<file path="src/rtl/barrier_ctrl.sv">
// Gate control FSM: synchronises the sensors, sequences the speed-measurement datapath
// and decides whether to admit, reject or flag each vehicle.
module barrier_ctrl #(
  parameter int unsigned WIDTH_SPEED    = 14,
  parameter int unsigned SPEED_LIMIT    = 60,
  parameter int unsigned MAX_VEH        = 3,
  parameter int unsigned MIN_CYCLES     = 50000,
  parameter int unsigned TIMEOUT_CYCLES = 25000000,
  parameter int unsigned CALC_LIMIT     = 64,
  parameter int unsigned HOLD_CYCLES    = 100000000
) (
  input  logic                   clk,
  input  logic                   reset_n,
  input  logic                   sen_a,
  input  logic                   sen_b,
  input  logic                   sen_exit,
  input  logic                   man_open,
  input  logic [WIDTH_SPEED-1:0] speed,
  input  logic                   done,
  input  logic [1:0]             num_veh,
  output logic                   init,
  output logic                   count,
  output logic                   cal,
  output logic                   up,
  output logic                   down,
  output logic                   en,
  output logic                   dis,
  output logic                   viol,
  output logic                   full_rej,
  output logic                   abort,
  output logic [WIDTH_SPEED-1:0] speed_q,
  output logic [2:0]             state
);

  localparam int unsigned CycMax0 = (TIMEOUT_CYCLES > CALC_LIMIT) ? TIMEOUT_CYCLES : CALC_LIMIT;
  localparam int unsigned CycMax  = (CycMax0 > MIN_CYCLES) ? CycMax0 : MIN_CYCLES;
  localparam int unsigned CycW    = $clog2(CycMax + 1);
  localparam int unsigned HoldW   = $clog2(HOLD_CYCLES + 1);

  localparam logic [CycW-1:0]        TimeoutLast = CycW'(TIMEOUT_CYCLES - 1);
  localparam logic [CycW-1:0]        CalcLast    = CycW'(CALC_LIMIT - 1);
  localparam logic [CycW-1:0]        MinCyc      = CycW'(MIN_CYCLES);
  localparam logic [HoldW-1:0]       HoldLast    = HoldW'(HOLD_CYCLES - 1);
  localparam logic [1:0]             MaxVeh      = 2'(MAX_VEH);
  localparam logic [WIDTH_SPEED-1:0] SpeedLimit  = WIDTH_SPEED'(SPEED_LIMIT);

  typedef enum logic [2:0] {
    StIdle   = 3'd0,
    StTiming = 3'd1,
    StCalc   = 3'd2,
    StDecide = 3'd3,
    StAdmit  = 3'd4,
    StHold   = 3'd5,
    StViol   = 3'd6
  } state_e;

  // Bit order: 0 = sen_a, 1 = sen_b, 2 = sen_exit, 3 = man_open.
  logic [3:0] async_in, meta_q, sync_q, prev_q, rise;
  logic       a_rise, b_rise, exit_rise, man_rise, b_level;

  state_e                 state_q, state_d;
  logic [CycW-1:0]        cyc_q, cyc_d;
  logic [HoldW-1:0]       hold_q, hold_d;
  logic [WIDTH_SPEED-1:0] speed_d;
  logic init_d, cal_d, up_d, down_d, en_d, dis_d, viol_d, full_d, abort_d;

  assign async_in  = {man_open, sen_exit, sen_b, sen_a};
  assign rise      = sync_q & ~prev_q;
  assign a_rise    = rise[0];
  assign b_rise    = rise[1];
  assign exit_rise = rise[2];
  assign man_rise  = rise[3];
  assign b_level   = sync_q[1];

  assign count = (state_q == StTiming);
  assign state = state_q;

  always_ff @(posedge clk or negedge reset_n) begin
    if (!reset_n) begin
      meta_q   <= '0;
      sync_q   <= '0;
      prev_q   <= '0;
      state_q  <= StIdle;
      cyc_q    <= '0;
      hold_q   <= '0;
      speed_q  <= '0;
      init     <= 1'b0;
      cal      <= 1'b0;
      up       <= 1'b0;
      down     <= 1'b0;
      en       <= 1'b0;
      dis      <= 1'b0;
      viol     <= 1'b0;
      full_rej <= 1'b0;
      abort    <= 1'b0;
    end else begin
      meta_q   <= async_in;
      sync_q   <= meta_q;
      prev_q   <= sync_q;
      state_q  <= state_d;
      cyc_q    <= cyc_d;
      hold_q   <= hold_d;
      speed_q  <= speed_d;
      init     <= init_d;
      cal      <= cal_d;
      up       <= up_d;
      down     <= down_d;
      en       <= en_d;
      dis      <= dis_d;
      viol     <= viol_d;
      full_rej <= full_d;
      abort    <= abort_d;
    end
  end

  always_comb begin
    state_d = state_q;
    cyc_d   = cyc_q;
    hold_d  = hold_q;
    speed_d = speed_q;
    init_d  = 1'b0;
    cal_d   = 1'b0;
    up_d    = 1'b0;
    en_d    = 1'b0;
    dis_d   = 1'b0;
    viol_d  = 1'b0;
    full_d  = 1'b0;
    abort_d = 1'b0;
    // Exit handling is independent of the FSM; an empty lot never decrements.
    down_d  = exit_rise && (num_veh != 2'd0);

    unique case (state_q)
      StIdle: begin
        if (a_rise) begin
          if (num_veh >= MaxVeh) begin
            full_d = 1'b1;
          end else begin
            init_d  = 1'b1;
            cyc_d   = '0;
            state_d = StTiming;
          end
        end else if (man_rise) begin
          en_d    = 1'b1;
          hold_d  = '0;
          state_d = StHold;
        end
      end
      StTiming: begin
        cyc_d = cyc_q + 1'b1;
        if (b_rise) begin
          if (cyc_q < MinCyc) begin
            speed_d = '1;
            state_d = StViol;
          end else begin
            cal_d   = 1'b1;
            cyc_d   = '0;
            state_d = StCalc;
          end
        end else if (cyc_q == TimeoutLast) begin
          abort_d = 1'b1;
          init_d  = 1'b1;
          state_d = StIdle;
        end
      end
      StCalc: begin
        cyc_d = cyc_q + 1'b1;
        // done may still be stale during the cycle cal is out; ignore it there.
        if (done && !cal) begin
          speed_d = speed;
          state_d = StDecide;
        end else if (cyc_q == CalcLast) begin
          abort_d = 1'b1;
          init_d  = 1'b1;
          state_d = StIdle;
        end
      end
      StDecide: begin
        state_d = (speed_q <= SpeedLimit) ? StAdmit : StViol;
      end
      StAdmit: begin
        if (num_veh >= MaxVeh) begin
          full_d  = 1'b1;
          state_d = StIdle;
        end else begin
          up_d    = 1'b1;
          hold_d  = '0;
          state_d = StHold;
        end
      end
      StHold: begin
        if (b_level) begin
          hold_d = '0;
        end else if (hold_q == HoldLast) begin
          dis_d   = 1'b1;
          state_d = StIdle;
        end else begin
          hold_d = hold_q + 1'b1;
        end
      end
      StViol: begin
        viol_d  = 1'b1;
        init_d  = 1'b1;
        state_d = StIdle;
      end
      default: state_d = StIdle;
    endcase
  end

endmodule

</file>
<file path="config.mk">
export PLATFORM = sky130hd
export DESIGN_NAME = barrier_ctrl
export DESIGN_NICKNAME = d
export VERILOG_FILES = /design/src/rtl/barrier_ctrl.sv
export SDC_FILE = /design/constraint.sdc
export NUM_CORES = 1
export LEC_CHECK = 0
export ABC_AREA = 0
export CORE_MARGIN = 1
export CORE_UTILIZATION = 57
export DETAILED_ROUTE_END_ITERATION = 8
export PLACE_DENSITY_LB_ADDON = 0.05
export SYNTH_ARGS = -nofsm -noshare
export SYNTH_HDL_FRONTEND = slang
export SYNTH_SLANG_ARGS = --single-unit
</file>
<file path="constraint.sdc">
create_clock -name clk -period 2.1 [get_ports clk]
set_input_delay 0.42 -clock clk [delete_from_list [all_inputs] [get_ports clk]]
set_output_delay 0.42 -clock clk [all_outputs]
set_load 0.05 [all_outputs]
</file>
# Yosys cells after proc, flatten, opt, wreduce, memory -nomap -nowiden

Cells that the tools add are included.
W data, S select, Z words.

Add/subtract/negate cells: 2
Order comparisons: 3
Equality and inequality tests: 24
Mux-type cells: 50
Bitwise operators: 2
Reduce and logical (&&, ||, !) cells: 12

Operators with widths:

| operator                | number |
|---|---|
| $mux W27                | 5 |
| $mux W25                | 4 |
| $pmux W27 S3            | 1 |
| $pmux W25 S3            | 1 |
| $mux W14                | 3 |
| $mux W3                 | 11 |
| $pmux W14 S2            | 1 |
| $add A27 B1 Y27 const B | 1 |
| $eq A27 B27 Y1 const B  | 1 |
| $add A25 B1 Y25 const B | 1 |
| $eq A25 B25 Y1 const B  | 1 |
| $eq A25 B6 Y1 const B   | 1 |
| $lt A25 B16 Y1 const B  | 1 |
| $mux W1                 | 19 |
| $pmux W3 S6             | 1 |
| $ne A2 B2 Y1 const B    | 8 |
| $le A14 B6 Y1 const B   | 1 |
| $ne A3 B3 Y1 const B    | 4 |
| $eq A3 B3 Y1 const B    | 3 |
| $eq A3 B2 Y1 const B    | 2 |
| $reduce_and A6 Y1       | 1 |
| $reduce_bool A3 Y1      | 2 |
| $reduce_and A5 Y1       | 1 |
| $and A4 B4 Y4           | 1 |
| 14 further kinds        | 18 |

Bits in registers: 90
Bits of input ports: 23
Output and inout port bits: 27
Logic and storage cells: 109

# Logic depth before layout (Yosys ltp)

Gate-level depths: netlist of the first run.

Depth in word-level cells: 5
Gate-level depth with buffers: 8
Gate-level depth less buffers: 6

# Worst setup path after synthesis of the first run

Ideal clock, no wire load.

Path type: register to register
From: reg state_q[1], in the netlist state[1]
To: reg speed_q[11]
Setup time: 0.122 ns
Data arrival time: 2.032 ns
Data required time: 1.978 ns
Slack: -0.054 ns
Cell stages (with the launch flop): 8
Buffers on the path: 2
Period minus slack after synthesis: 2.154 ns
Path through: dfrtp_1 buf_2 inv_1 nand2_1 inv_1 a31o_2 buf_4 o22a_1

Word-level cells in the longest chain between the ends: 3
Elaborated cells on any way between the ends: 8
Those cells by class: 5 x eq/ne; 1 x mux; 2 x reduce/logical

RTL lines:

| item                                                         | RTL line | source |
|---|---|---|
| from (decl)                                                  | 61       | `state_e state_q, state_d;` |
| from (signal assigned)                                       | 83       | `state_q <= StIdle;` |
| from (signal assigned)                                       | 100      | `state_q <= state_d;` |
| $eq A3 B1 Y1 (*)                                             | --       |  |
| named net count                                              | 22       | `output logic count,` |
| $ne A2 B1 Y1 (no line) or $reduce_bool A2 Y1 (tied branches) | --       |  |
| $reduce_and A4 Y1 (no line)                                  | --       |  |
| to (signal assigned)                                         | 103      | `speed_q <= speed_d;` |
| to (decl)                                                    | 31       | `output logic [WIDTH_SPEED-1:0] speed_q,` |

Mark *: on every way through the listed nets, which the timed path passes. The rest lies on a longest branch.
A chain may end at the register's enable or synchronous reset.

# Worst setup path after layout of the first run

From: reg cyc_q[10]
To: reg cyc_q[19]

Word-level cells in the longest chain between the ends: 4
Elaborated cells on any way between the ends: 5
Those cells by class: 1 x add/sub; 1 x order compare; 3 x mux

RTL lines:

| item                                              | RTL line      | source |
|---|---|---|
| from (decl)                                       | 62            | `logic [CycW-1:0] cyc_q, cyc_d;` |
| from (signal assigned)                            | 101           | `cyc_q <= cyc_d;` |
| $add A25 B1 Y25 or $lt A25 B16 Y1 (tied branches) | 149, 166, 151 |  |
| $mux W25                                          | 151           | `if (cyc_q < MinCyc) begin` |
| $mux W25                                          | 150           | `if (b_rise) begin` |
| $pmux W25 S3 (*)                                  | 132           | `unique case (state_q)` |

Every way passes the cells marked *; elsewhere a longest branch is shown, timed or not.

==> flow_summary.html, run 1 <==
<table>
<tr><th>Metric</th><th>Value</th></tr>
<tr><th colspan="2">Logic synthesis</th></tr>
<tr><td>Post-synthesis instance area</td><td>0.00460 sq mm</td></tr>
<tr><td>Dominant combinational cell family by area after synthesis</td><td>simple AND/OR/NAND/NOR gates</td></tr>
<tr><td>Mean cell area of the mapped netlist</td><td>10.0 sq um</td></tr>
<tr><td>Register area share after synthesis</td><td>0.490</td></tr>
<tr><td>Most instantiated flip-flop cell in the synthesis netlist</td><td>sky130_fd_sc_hd__dfrtp_1</td></tr>
<tr><td>Xor-xnor portion of the synthesized cell area</td><td>0.0267</td></tr>
<tr><td>Fraction of registers with async set/reset</td><td>1.00</td></tr>
<tr><td>Adder-Cell Fraction of Synth Area</td><td>0.00544</td></tr>
<tr><td>Post-Synthesis Net Count</td><td>484</td></tr>
<tr><td>Count of cell types in the netlist</td><td>71</td></tr>
<tr><td>Count of state elements after synthesis</td><td>90</td></tr>
<tr><td>Post-synth EDFFs</td><td>0</td></tr>
<tr><td>Compound-Gate Fraction of Synth Area</td><td>0.167</td></tr>
<tr><td>Warnings, synthesis</td><td>0</td></tr>
<tr><td>Area share of and/or/nand/nor cells after synthesis</td><td>0.280</td></tr>
<tr><td>Share of cell area taken by muxes after synthesis</td><td>0.00680</td></tr>
<tr><td>Mapped Cells</td><td>459</td></tr>
<tr><th colspan="2">Placement</th></tr>
<tr><td>Half-perimeter wire length of the detailed placement result</td><td>7810 um</td></tr>
<tr><td>Count of input and output buffers</td><td>49</td></tr>
<tr><td>Area post-placement</td><td>0.00549 sq mm</td></tr>
<tr><td>Setup WS pre-CTS</td><td>-125 ps</td></tr>
<tr><td>Placed cells</td><td>635</td></tr>
<tr><td>GPL Wtd Cong</td><td>0.857</td></tr>
<tr><th colspan="2">Die</th></tr>
<tr><td>Chip Width</td><td>91.8 um</td></tr>
<tr><td>Die area</td><td>0.00843 sq mm</td></tr>
<tr><td>Number of rows created at floorplan</td><td>32</td></tr>
<tr><td>Core footprint</td><td>0.00777 sq mm</td></tr>
<tr><td>I/O pin count</td><td>50</td></tr>
<tr><td>Height of the die</td><td>91.8 um</td></tr>
<tr><td>Initial core utilization</td><td>0.592</td></tr>
<tr><th colspan="2">CTS</th></tr>
<tr><td>Clock-pin transition on the worst setup and hold timing paths</td><td>90 ps</td></tr>
<tr><td>CTS tree</td><td>yes</td></tr>
<tr><td>Clock insertion delay at the later pin of the skew report</td><td>370 ps</td></tr>
<tr><td>Clk root buf</td><td>sky130_fd_sc_hd__clkbuf_8</td></tr>
<tr><td>Buffer depth of the longest clock path</td><td>2</td></tr>
<tr><td>Clk sink count</td><td>90</td></tr>
<tr><td>Inserted Clock Buffers</td><td>9</td></tr>
<tr><td>Hold bufs inserted after CTS</td><td>0</td></tr>
<tr><td>Depth of the CTS H-tree</td><td>3</td></tr>
<tr><th colspan="2">Power</th></tr>
<tr><td>Static leakage</td><td>2.36 nW</td></tr>
<tr><td>Total power consumption of the routed design</td><td>5.64 mW</td></tr>
<tr><td>Peak ir drop on the vdd network</td><td>632 uV</td></tr>
<tr><td>Power per unit of standard cell area</td><td>989 mW/mm^2</td></tr>
<tr><th colspan="2">Drt</th></tr>
<tr><td>Total number of vias</td><td>3,968</td></tr>
<tr><td>Number of design-rule violations left by the first detailed-router iteration</td><td>273</td></tr>
<tr><td>Vias per cell</td><td>6.09</td></tr>
<tr><td>WL/cell</td><td>16.5 um</td></tr>
<tr><td>Number of design rule violations left after detail routing</td><td>0</td></tr>
<tr><td>Number of nets with antenna violations after routing</td><td>0</td></tr>
<tr><td>Drt total wl</td><td>10,700 um</td></tr>
<tr><td>Number of detailed-routing iterations run before antenna repair</td><td>5</td></tr>
<tr><th colspan="2">Final layout</th></tr>
<tr><td>Area Overhead vs Synth</td><td>24.0%</td></tr>
<tr><td>Core utilization of the finished layout</td><td>0.734</td></tr>
<tr><td>Fraction of layout instances using a drive strength above 1</td><td>0.176</td></tr>
<tr><td>Final instance area</td><td>0.00570 sq mm</td></tr>
<tr><td>Fill cell count</td><td>580</td></tr>
<tr><td>Number of nets in the layout</td><td>570</td></tr>
<tr><td>Diodes inserted</td><td>0</td></tr>
<tr><td>Filler-free cell count of the finished design</td><td>652</td></tr>
<tr><th colspan="2">Global routing</th></tr>
<tr><td>Largest net degree at the start of global routing</td><td>40</td></tr>
<tr><td>Total congestion overflow</td><td>0</td></tr>
<tr><td>Global-route wire length before repair</td><td>18,600 um</td></tr>
<tr><td>Overall Global Routing Usage</td><td>0.278</td></tr>
<tr><td>Antenna violations before repair</td><td>0</td></tr>
<tr><td>Vias in the first global route</td><td>3,961</td></tr>
<tr><th colspan="2">Timing</th></tr>
<tr><td>Smallest hold slack</td><td>20.6 ps</td></tr>
<tr><td>Sum of negative setup slack</td><td>0 ps</td></tr>
<tr><td>Max-Slew Margin vs Limit</td><td>0.596</td></tr>
<tr><td>Upper clock frequency limit</td><td>488 MHz</td></tr>
<tr><td>Worst Tran Pin Value</td><td>603 ps</td></tr>
<tr><td>Unrepaired setup endpoints after global routing</td><td>yes</td></tr>
<tr><td>Shortest period the worst path allows</td><td>2050 ps</td></tr>
<tr><td>Count of endpoints failing setup in the final report</td><td>0</td></tr>
<tr><td>Smallest setup slack after layout</td><td>50.0 ps</td></tr>
<tr><td>Share of the clock period used by the worst path</td><td>0.976</td></tr>
<tr><td>Number of hold-slack violations in the final timing report</td><td>0</td></tr>
<tr><td>Final Max Tran Viols</td><td>0</td></tr>
<tr><td>Largest clock skew in the final design</td><td>10.2 ps</td></tr>
<tr><th colspan="2">Setup path</th></tr>
<tr><td>Endpoint kind of the worst setup timing path</td><td>flop</td></tr>
<tr><td>Classification of the worst setup path</td><td>flop to flop</td></tr>
<tr><td>Setup slack of the most critical reg-to-reg path</td><td>50 ps</td></tr>
<tr><td>Crit Reg-Reg Endpoint</td><td>cyc_q[19]$_DFFE_PN0P_</td></tr>
<tr><td>Maximum fanout along the worst path</td><td>5</td></tr>
<tr><td>Critical register-to-register path startpoint</td><td>cyc_q[10]$_DFFE_PN0P_</td></tr>
<tr><td>Crit path from</td><td>cyc_q[10]$_DFFE_PN0P_</td></tr>
<tr><td>Worst Setup EP</td><td>cyc_q[19]$_DFFE_PN0P_</td></tr>
<tr><td>Master of the slowest instance on the critical path</td><td>sky130_fd_sc_hd__nor4_1</td></tr>
<tr><td>Worst path arrival time</td><td>2350 ps</td></tr>
<tr><td>Required time at the worst-slack endpoint</td><td>2400 ps</td></tr>
<tr><td>Worst reg-to-reg path cell count</td><td>5</td></tr>
<tr><td>Stage delay of the slowest cell on the critical path</td><td>460 ps</td></tr>
<tr><td>Cells along the critical path</td><td>nand3_1 &gt; nor4_1 &gt; nand4_1 &gt; or3_1 &gt; a21oi_1</td></tr>
<tr><td>Startpoint Class</td><td>flop</td></tr>
<tr><th colspan="2">Run</th></tr>
<tr><td>Number of maximum-capacitance violations</td><td>0</td></tr>
<tr><th colspan="2">Min path</th></tr>
<tr><td>Path type of the worst min-delay path</td><td>input pin to asynchronous set/reset pin</td></tr>
<tr><th colspan="2">Run status</th></tr>
<tr><td>Run status</td><td>finished, final reports clean</td></tr>
</table>
[metal layers]
layer | vias up | GRT usage | wire length [um]
met4 | 0 | 0.102 | 188
met1 | 1927 | 0.363 | 4670
met2 | 113 | 0.476 | 5370
li1 | 1909 | - | -
met5 | - | 0 | 0
met3 | 19 | 0.0357 | 512
[timing repair]
| item | 4_1_cts | 5_1_grt |
|---|---|---|
| setup endpoints to repair | 2 | 18 |
| pin swaps | 0 | 0 |
| resized for setup | 1 | 3 |
| gates cloned | 0 | 0 |
| buffers inserted | 0 | 1 |
| hold endpoints to repair | 0 | 0 |
[area by class of cell]
cell class / count / area, sq um / share of cell area
multi-input combinational: 346 / 2260 / 0.396
sequential: 90 / 2260 / 0.396
timing repair buffer: 94 / 853 / 0.150
clock buffer: 10 / 138 / 0.0241
tap: 102 / 128 / 0.0224
clock inverter: 6 / 48.8 / 0.00856
inverter: 4 / 18.8 / 0.00329
[synth_stat cells (4+ instances only)]
cell	n	share of area
sky130_fd_sc_hd__nor2_1	38	0.031
sky130_fd_sc_hd__o21ai_0	27	0.029
sky130_fd_sc_hd__buf_2	9	0.0098
sky130_fd_sc_hd__and3_1	14	0.019
sky130_fd_sc_hd__dfrtp_1	90	0.49
sky130_fd_sc_hd__nor4_1	7	0.0095
sky130_fd_sc_hd__o22a_1	14	0.027
sky130_fd_sc_hd__nand3_1	19	0.021
sky130_fd_sc_hd__a31oi_1	11	0.015
sky130_fd_sc_hd__o31ai_1	11	0.018
sky130_fd_sc_hd__inv_1	4	0.0033
sky130_fd_sc_hd__nor3_1	8	0.0087
sky130_fd_sc_hd__and4_1	7	0.013
sky130_fd_sc_hd__a21oi_1	23	0.025
sky130_fd_sc_hd__nor2b_1	7	0.0095
sky130_fd_sc_hd__nand2_1	34	0.028
sky130_fd_sc_hd__nand4_1	19	0.026
sky130_fd_sc_hd__or4_1	12	0.020
sky130_fd_sc_hd__xor2_1	13	0.025
sky130_fd_sc_hd__or3_1	11	0.015
sky130_fd_sc_hd__nand2b_1	5	0.0068
sky130_fd_sc_hd__clkbuf_1	7	0.0057
[critical path, delay by kind of cell, from the launching register on]
kind               cells  cell delay [ps]
AOI/OAI and AO/OA      1              150
DFF                    1              450
and+or+nand+nor        4             1380
[flip-flops by register name (all words and copies together), names as in the netlist, 3 cells and up]
register	cells
hold_q	27
cyc_q	25
speed_q	14
meta_q	4
prev_q	4
sync_q	4
state	3
[worst min path at each step]
stage | startpoint | slack (ps) | cells past startpoint | endpoint
after global placement | meta_q[3]$_DFF_PN0_ | 330 | 0 | sync_q[3]$_DFF_PN0_
final | reset_n | 20 | 1 | speed_q[9]$_DFFE_PN0P_
after global routing | reset_n | 60 | 1 | speed_q[9]$_DFFE_PN0P_
after CTS | reset_n | 40 | 1 | speed_q[10]$_DFFE_PN0P_
after detailed placement | meta_q[2]$_DFF_PN0_ | 340 | 0 | sync_q[2]$_DFF_PN0_
after floorplan | reset_n | 120 | 0 | abort$_DFF_PN0_
[kinds of logic after synthesis]
| group | Yosys count |
|---|---|
| XOR/XNOR | 14 |
| AND/OR/NAND/NOR | 215 |
| flip-flops | 90 |
| buffers and inverters | 23 |
| AO/OA/AOI/OAI | 112 |
| multiplexers | 3 |
| adder cells (fa/ha/maj) | 2 |
[cells in the final DEF, fill, tap and decap left out, types with 4 or more instances in the layout]
| master | count |
|---|---|
| sky130_fd_sc_hd__a21oi_1 | 23 |
| sky130_fd_sc_hd__and4_1 | 7 |
| sky130_fd_sc_hd__nor3_1 | 8 |
| sky130_fd_sc_hd__xor2_1 | 13 |
| sky130_fd_sc_hd__nand2_1 | 33 |
| sky130_fd_sc_hd__o31ai_1 | 11 |
| sky130_fd_sc_hd__a31oi_1 | 11 |
| sky130_fd_sc_hd__nor4_1 | 7 |
| sky130_fd_sc_hd__nor2_1 | 38 |
| sky130_fd_sc_hd__nand3_1 | 19 |
| sky130_fd_sc_hd__buf_4 | 47 |
| sky130_fd_sc_hd__and3_1 | 13 |
| sky130_fd_sc_hd__o21ai_0 | 27 |
| sky130_fd_sc_hd__clkdlybuf4s50_1 | 44 |
| sky130_fd_sc_hd__clkinvlp_4 | 4 |
| sky130_fd_sc_hd__o22a_1 | 14 |
| sky130_fd_sc_hd__nand2b_1 | 5 |
| sky130_fd_sc_hd__dfrtp_1 | 87 |
| sky130_fd_sc_hd__or4_1 | 12 |
| sky130_fd_sc_hd__clkbuf_8 | 10 |
| sky130_fd_sc_hd__nand4_1 | 19 |
| sky130_fd_sc_hd__or3_1 | 11 |
| sky130_fd_sc_hd__nor2b_1 | 7 |
[where the power goes]
part / internal (mW) / switching [mW] / total, mW
registers: 2.00 / 0.290 / 2.29
clock network: 0.472 / 0.649 / 1.12
logic: 0.874 / 1.36 / 2.23
Power figures use the tool's default switching activity.
==> inputs of run 2 (changes only) <==
- CORE_UTILIZATION: 57 -> 61
- DONT_BUFFER_PORTS: default -> 1
==> flow_summary.html, run 2 (synthesis gave the netlist of run 1 again) <==
<table>
<tr><th>Metric</th><th>Value</th></tr>
<tr><th colspan="2">Final layout</th></tr>
<tr><td>Fill cell count</td><td>530 (-8.6%)</td></tr>
<tr><td>Multi-input gate area in the final layout</td><td>0.00227 sq mm (+0.33%)</td></tr>
<tr><td>Flip-flop count of the largest register after layout</td><td>27 (unchanged)</td></tr>
<tr><td>Fraction of layout instances using a drive strength above 1</td><td>0.191 (+0.0144)</td></tr>
<tr><td>Largest Register</td><td>hold_q</td></tr>
<tr><td>Diodes inserted</td><td>0 (unchanged)</td></tr>
<tr><td>Largest registers ranked by flip-flop count</td><td>hold_q (27), cyc_q (25), speed_q (14)</td></tr>
<tr><td>Core utilization of the finished layout</td><td>0.716 (-0.0182)</td></tr>
<tr><td>Area Overhead vs Synth</td><td>12.9%</td></tr>
<tr><td>Final instance area</td><td>0.00519 sq mm (-8.9%)</td></tr>
<tr><td>Most common cell after layout, fill and taps aside</td><td>sky130_fd_sc_hd__dfrtp_1</td></tr>
<tr><td>FF/Latch Area</td><td>0.00226 sq mm (+0.11%)</td></tr>
<tr><td>Most used cells in the layout excluding fill and tap cells</td><td>85 x sky130_fd_sc_hd__dfrtp_1, 42 x sky130_fd_sc_hd__buf_4, 38 x sky130_fd_sc_hd__nor2_1</td></tr>
<tr><td>Number of nets in the layout</td><td>518 (-9.1%)</td></tr>
<tr><th colspan="2">Setup path</th></tr>
<tr><td>Cells along the critical path</td><td>ha_1 &gt; and3_4 &gt; nand2_2 &gt; or4_1 &gt; nor2b_1 &gt; o31a_1</td></tr>
<tr><td>Master of the slowest instance on the critical path</td><td>sky130_fd_sc_hd__or4_1</td></tr>
<tr><td>Classification of the worst setup path</td><td>flop to flop</td></tr>
<tr><td>Required time at the worst-slack endpoint</td><td>2360 ps (-40 ps)</td></tr>
<tr><td>Worst path arrival time</td><td>2280 ps (-70 ps)</td></tr>
<tr><td>Stage delay of the slowest cell on the critical path</td><td>540 ps (+80 ps)</td></tr>
<tr><td>Startpoint Class</td><td>flop</td></tr>
<tr><td>Endpoint kind of the worst setup timing path</td><td>flop</td></tr>
<tr><td>Maximum fanout along the worst path</td><td>5 (unchanged)</td></tr>
<tr><th colspan="2">Drt</th></tr>
<tr><td>WL/cell</td><td>18.6 um (+13%)</td></tr>
<tr><td>Number of detailed-routing iterations run before antenna repair</td><td>5 (unchanged)</td></tr>
<tr><td>Total number of vias</td><td>3,873 (-2.4%)</td></tr>
<tr><td>Number of nets with antenna violations after routing</td><td>0 (unchanged)</td></tr>
<tr><td>Number of design rule violations left after detail routing</td><td>0 (unchanged)</td></tr>
<tr><td>Drt total wl</td><td>11,100 um (+3.2%)</td></tr>
<tr><td>Vias per cell</td><td>6.49 (+6.6%)</td></tr>
<tr><td>Number of design-rule violations left by the first detailed-router iteration</td><td>251 (-8.1%)</td></tr>
<tr><th colspan="2">Placement</th></tr>
<tr><td>Area post-placement</td><td>0.00491 sq mm (-10%)</td></tr>
<tr><td>Count of input and output buffers</td><td>0 (-100%)</td></tr>
<tr><td>Setup WS pre-CTS</td><td>-43.8 ps (+81.7 ps)</td></tr>
<tr><td>Half-perimeter wire length of the detailed placement result</td><td>7630 um (-2.3%)</td></tr>
<tr><td>GPL Wtd Cong</td><td>0.878 (+2.4%)</td></tr>
<tr><th colspan="2">Die</th></tr>
<tr><td>Height of the die</td><td>88.8 um (-3.3%)</td></tr>
<tr><td>Chip Width</td><td>88.8 um (-3.3%)</td></tr>
<tr><td>I/O pin count</td><td>50 (unchanged)</td></tr>
<tr><td>Initial core utilization</td><td>0.634 (+0.0420)</td></tr>
<tr><td>Core footprint</td><td>0.00725 sq mm (-6.6%)</td></tr>
<tr><td>Die area</td><td>0.00789 sq mm (-6.4%)</td></tr>
<tr><td>Number of rows created at floorplan</td><td>31 (-3.1%)</td></tr>
<tr><th colspan="2">Global routing</th></tr>
<tr><td>Global-route wire length before repair</td><td>18,100 um (-2.7%)</td></tr>
<tr><td>Vias in the first global route</td><td>3,742 (-5.5%)</td></tr>
<tr><td>Antenna violations before repair</td><td>0 (unchanged)</td></tr>
<tr><td>Largest net degree at the start of global routing</td><td>91 (+130%)</td></tr>
<tr><td>Total congestion overflow</td><td>0 (unchanged)</td></tr>
<tr><td>Overall Global Routing Usage</td><td>0.304 (+0.0262)</td></tr>
<tr><th colspan="2">Timing</th></tr>
<tr><td>Smallest setup slack after layout</td><td>79.0 ps (+29.0 ps)</td></tr>
<tr><td>Share of the clock period used by the worst path</td><td>0.962 (-0.0138)</td></tr>
<tr><td>Count of endpoints failing setup in the final report</td><td>0 (unchanged)</td></tr>
<tr><td>Number of hold-slack violations in the final timing report</td><td>90 (+90)</td></tr>
<tr><td>Smallest hold slack</td><td>-270 ps (-290 ps)</td></tr>
<tr><td>Largest clock skew in the final design</td><td>10.3 ps (+0.0788 ps)</td></tr>
<tr><td>Upper clock frequency limit</td><td>495 MHz (+1.4%)</td></tr>
<tr><td>Shortest period the worst path allows</td><td>2020 ps (-29.0 ps)</td></tr>
<tr><td>Worst Tran Pin Value</td><td>594 ps (-9.55 ps)</td></tr>
<tr><td>Final Max Tran Viols</td><td>0 (unchanged)</td></tr>
<tr><td>Max-Slew Margin vs Limit</td><td>0.603 (+0.00639)</td></tr>
<tr><th colspan="2">Run status</th></tr>
<tr><td>Violations in the final reports</td><td>hold timing</td></tr>
<tr><td>Run status</td><td>complete, but fails checks</td></tr>
<tr><th colspan="2">Power</th></tr>
<tr><td>Static leakage</td><td>2.14 nW (-9.0%)</td></tr>
<tr><td>Power per unit of standard cell area</td><td>1050 mW/mm^2 (+5.7%)</td></tr>
<tr><td>Peak ir drop on the vdd network</td><td>1030 uV (+63%)</td></tr>
<tr><th colspan="2">CTS</th></tr>
<tr><td>Depth of the CTS H-tree</td><td>3 (unchanged)</td></tr>
<tr><td>CTS tree</td><td>yes</td></tr>
<tr><td>Clk root buf</td><td>sky130_fd_sc_hd__clkbuf_8</td></tr>
<tr><td>Inserted Clock Buffers</td><td>9 (unchanged)</td></tr>
<tr><td>Buffer depth of the longest clock path</td><td>2 (unchanged)</td></tr>
<tr><td>Clock-pin transition on the worst setup and hold timing paths</td><td>100 ps (about the same)</td></tr>
<tr><td>Clk sink count</td><td>90 (unchanged)</td></tr>
<tr><td>Clock insertion delay at the later pin of the skew report</td><td>370 ps (about the same)</td></tr>
<tr><th colspan="2">Min path</th></tr>
<tr><td>Path type of the worst min-delay path</td><td>input pin to asynchronous set/reset pin</td></tr>
<tr><th colspan="2">Run</th></tr>
<tr><td>Number of maximum-capacitance violations</td><td>0 (unchanged)</td></tr>
</table>
## run 2: repair_timing
action,CTS,global route
setup buffers,2,3
endpoints found under the setup margin,24,29
endpoints found under the hold margin,90,90
pin swaps,0,1
resized for setup,2,8
## run 2: area by class of cell
type                    count  area share
multi-input cells         346       0.437
clock buffers               9      0.0238
inverters                   4     0.00434
clock inverters             7      0.0157
well taps                  99      0.0238
flip-flops and latches     90       0.435
repair buffers             42      0.0607
## run 2: worst max-delay path: cells and delay by family, from the launching register on
family	cells	cell delay, ps
flip-flops	1	380
adder cells (fa/ha/maj)	1	230
AO/OA/AOI/OAI	1	280
AND/OR/NAND/NOR	4	1020
## run 2: worst paths after layout
| kind | startpoint | to | slack [ps] | cells after the start |
|---|---|---|---|---|
| min in group clk | sen_a | meta_q[0]$_DFF_PN0_ | 70 | 0 |
| hold reg to reg | meta_q[0]$_DFF_PN0_ | sync_q[0]$_DFF_PN0_ | 360 | 0 |
| hold / removal | reset_n | viol$_DFF_PN0_ | -270 | 0 |
| max in group asynchronous | reset_n | hold_q[12]$_DFFE_PN0P_ | 2270 | 0 |
| setup / recovery | hold_q[0]$_DFFE_PN0P_ | state[2]$_DFFE_PN0P_ | 80 | 6 |
| setup reg to reg | hold_q[0]$_DFFE_PN0P_ | state[2]$_DFFE_PN0P_ | 80 | 6 |
## run 2: layer usage
metal	track usage	wire length, um
met1	0.386	4690
met2	0.502	5590
met3	0.0812	542
met4	0.111	263
met5	0	0
## run 2: through the flow
| step | hold slack [ps] | total power [mW] | TNS, ps | instances |
|---|---|---|---|---|
| 6_report | -270 | 5.43 | 0 | 597 |
| 3_5_place_dp | 126 | 4.18 | -539 | 576 |
| 3_3_place_gp | 126 | 4.13 | 0 | 576 |
| 5_1_grt | -299 | 5.71 | -21.2 | 597 |
| 2_1_floorplan | 124 | 3.67 | 0 | 459 |
| 4_1_cts | -280 | 5.40 | 0 | 594 |
## run 2: power by group
part           internal (mW)  switching [mW]  leakage, nW
Sequential              1.99           0.514         1.15
Combinational          0.624            1.11        0.893
Clock                  0.477           0.712        0.104
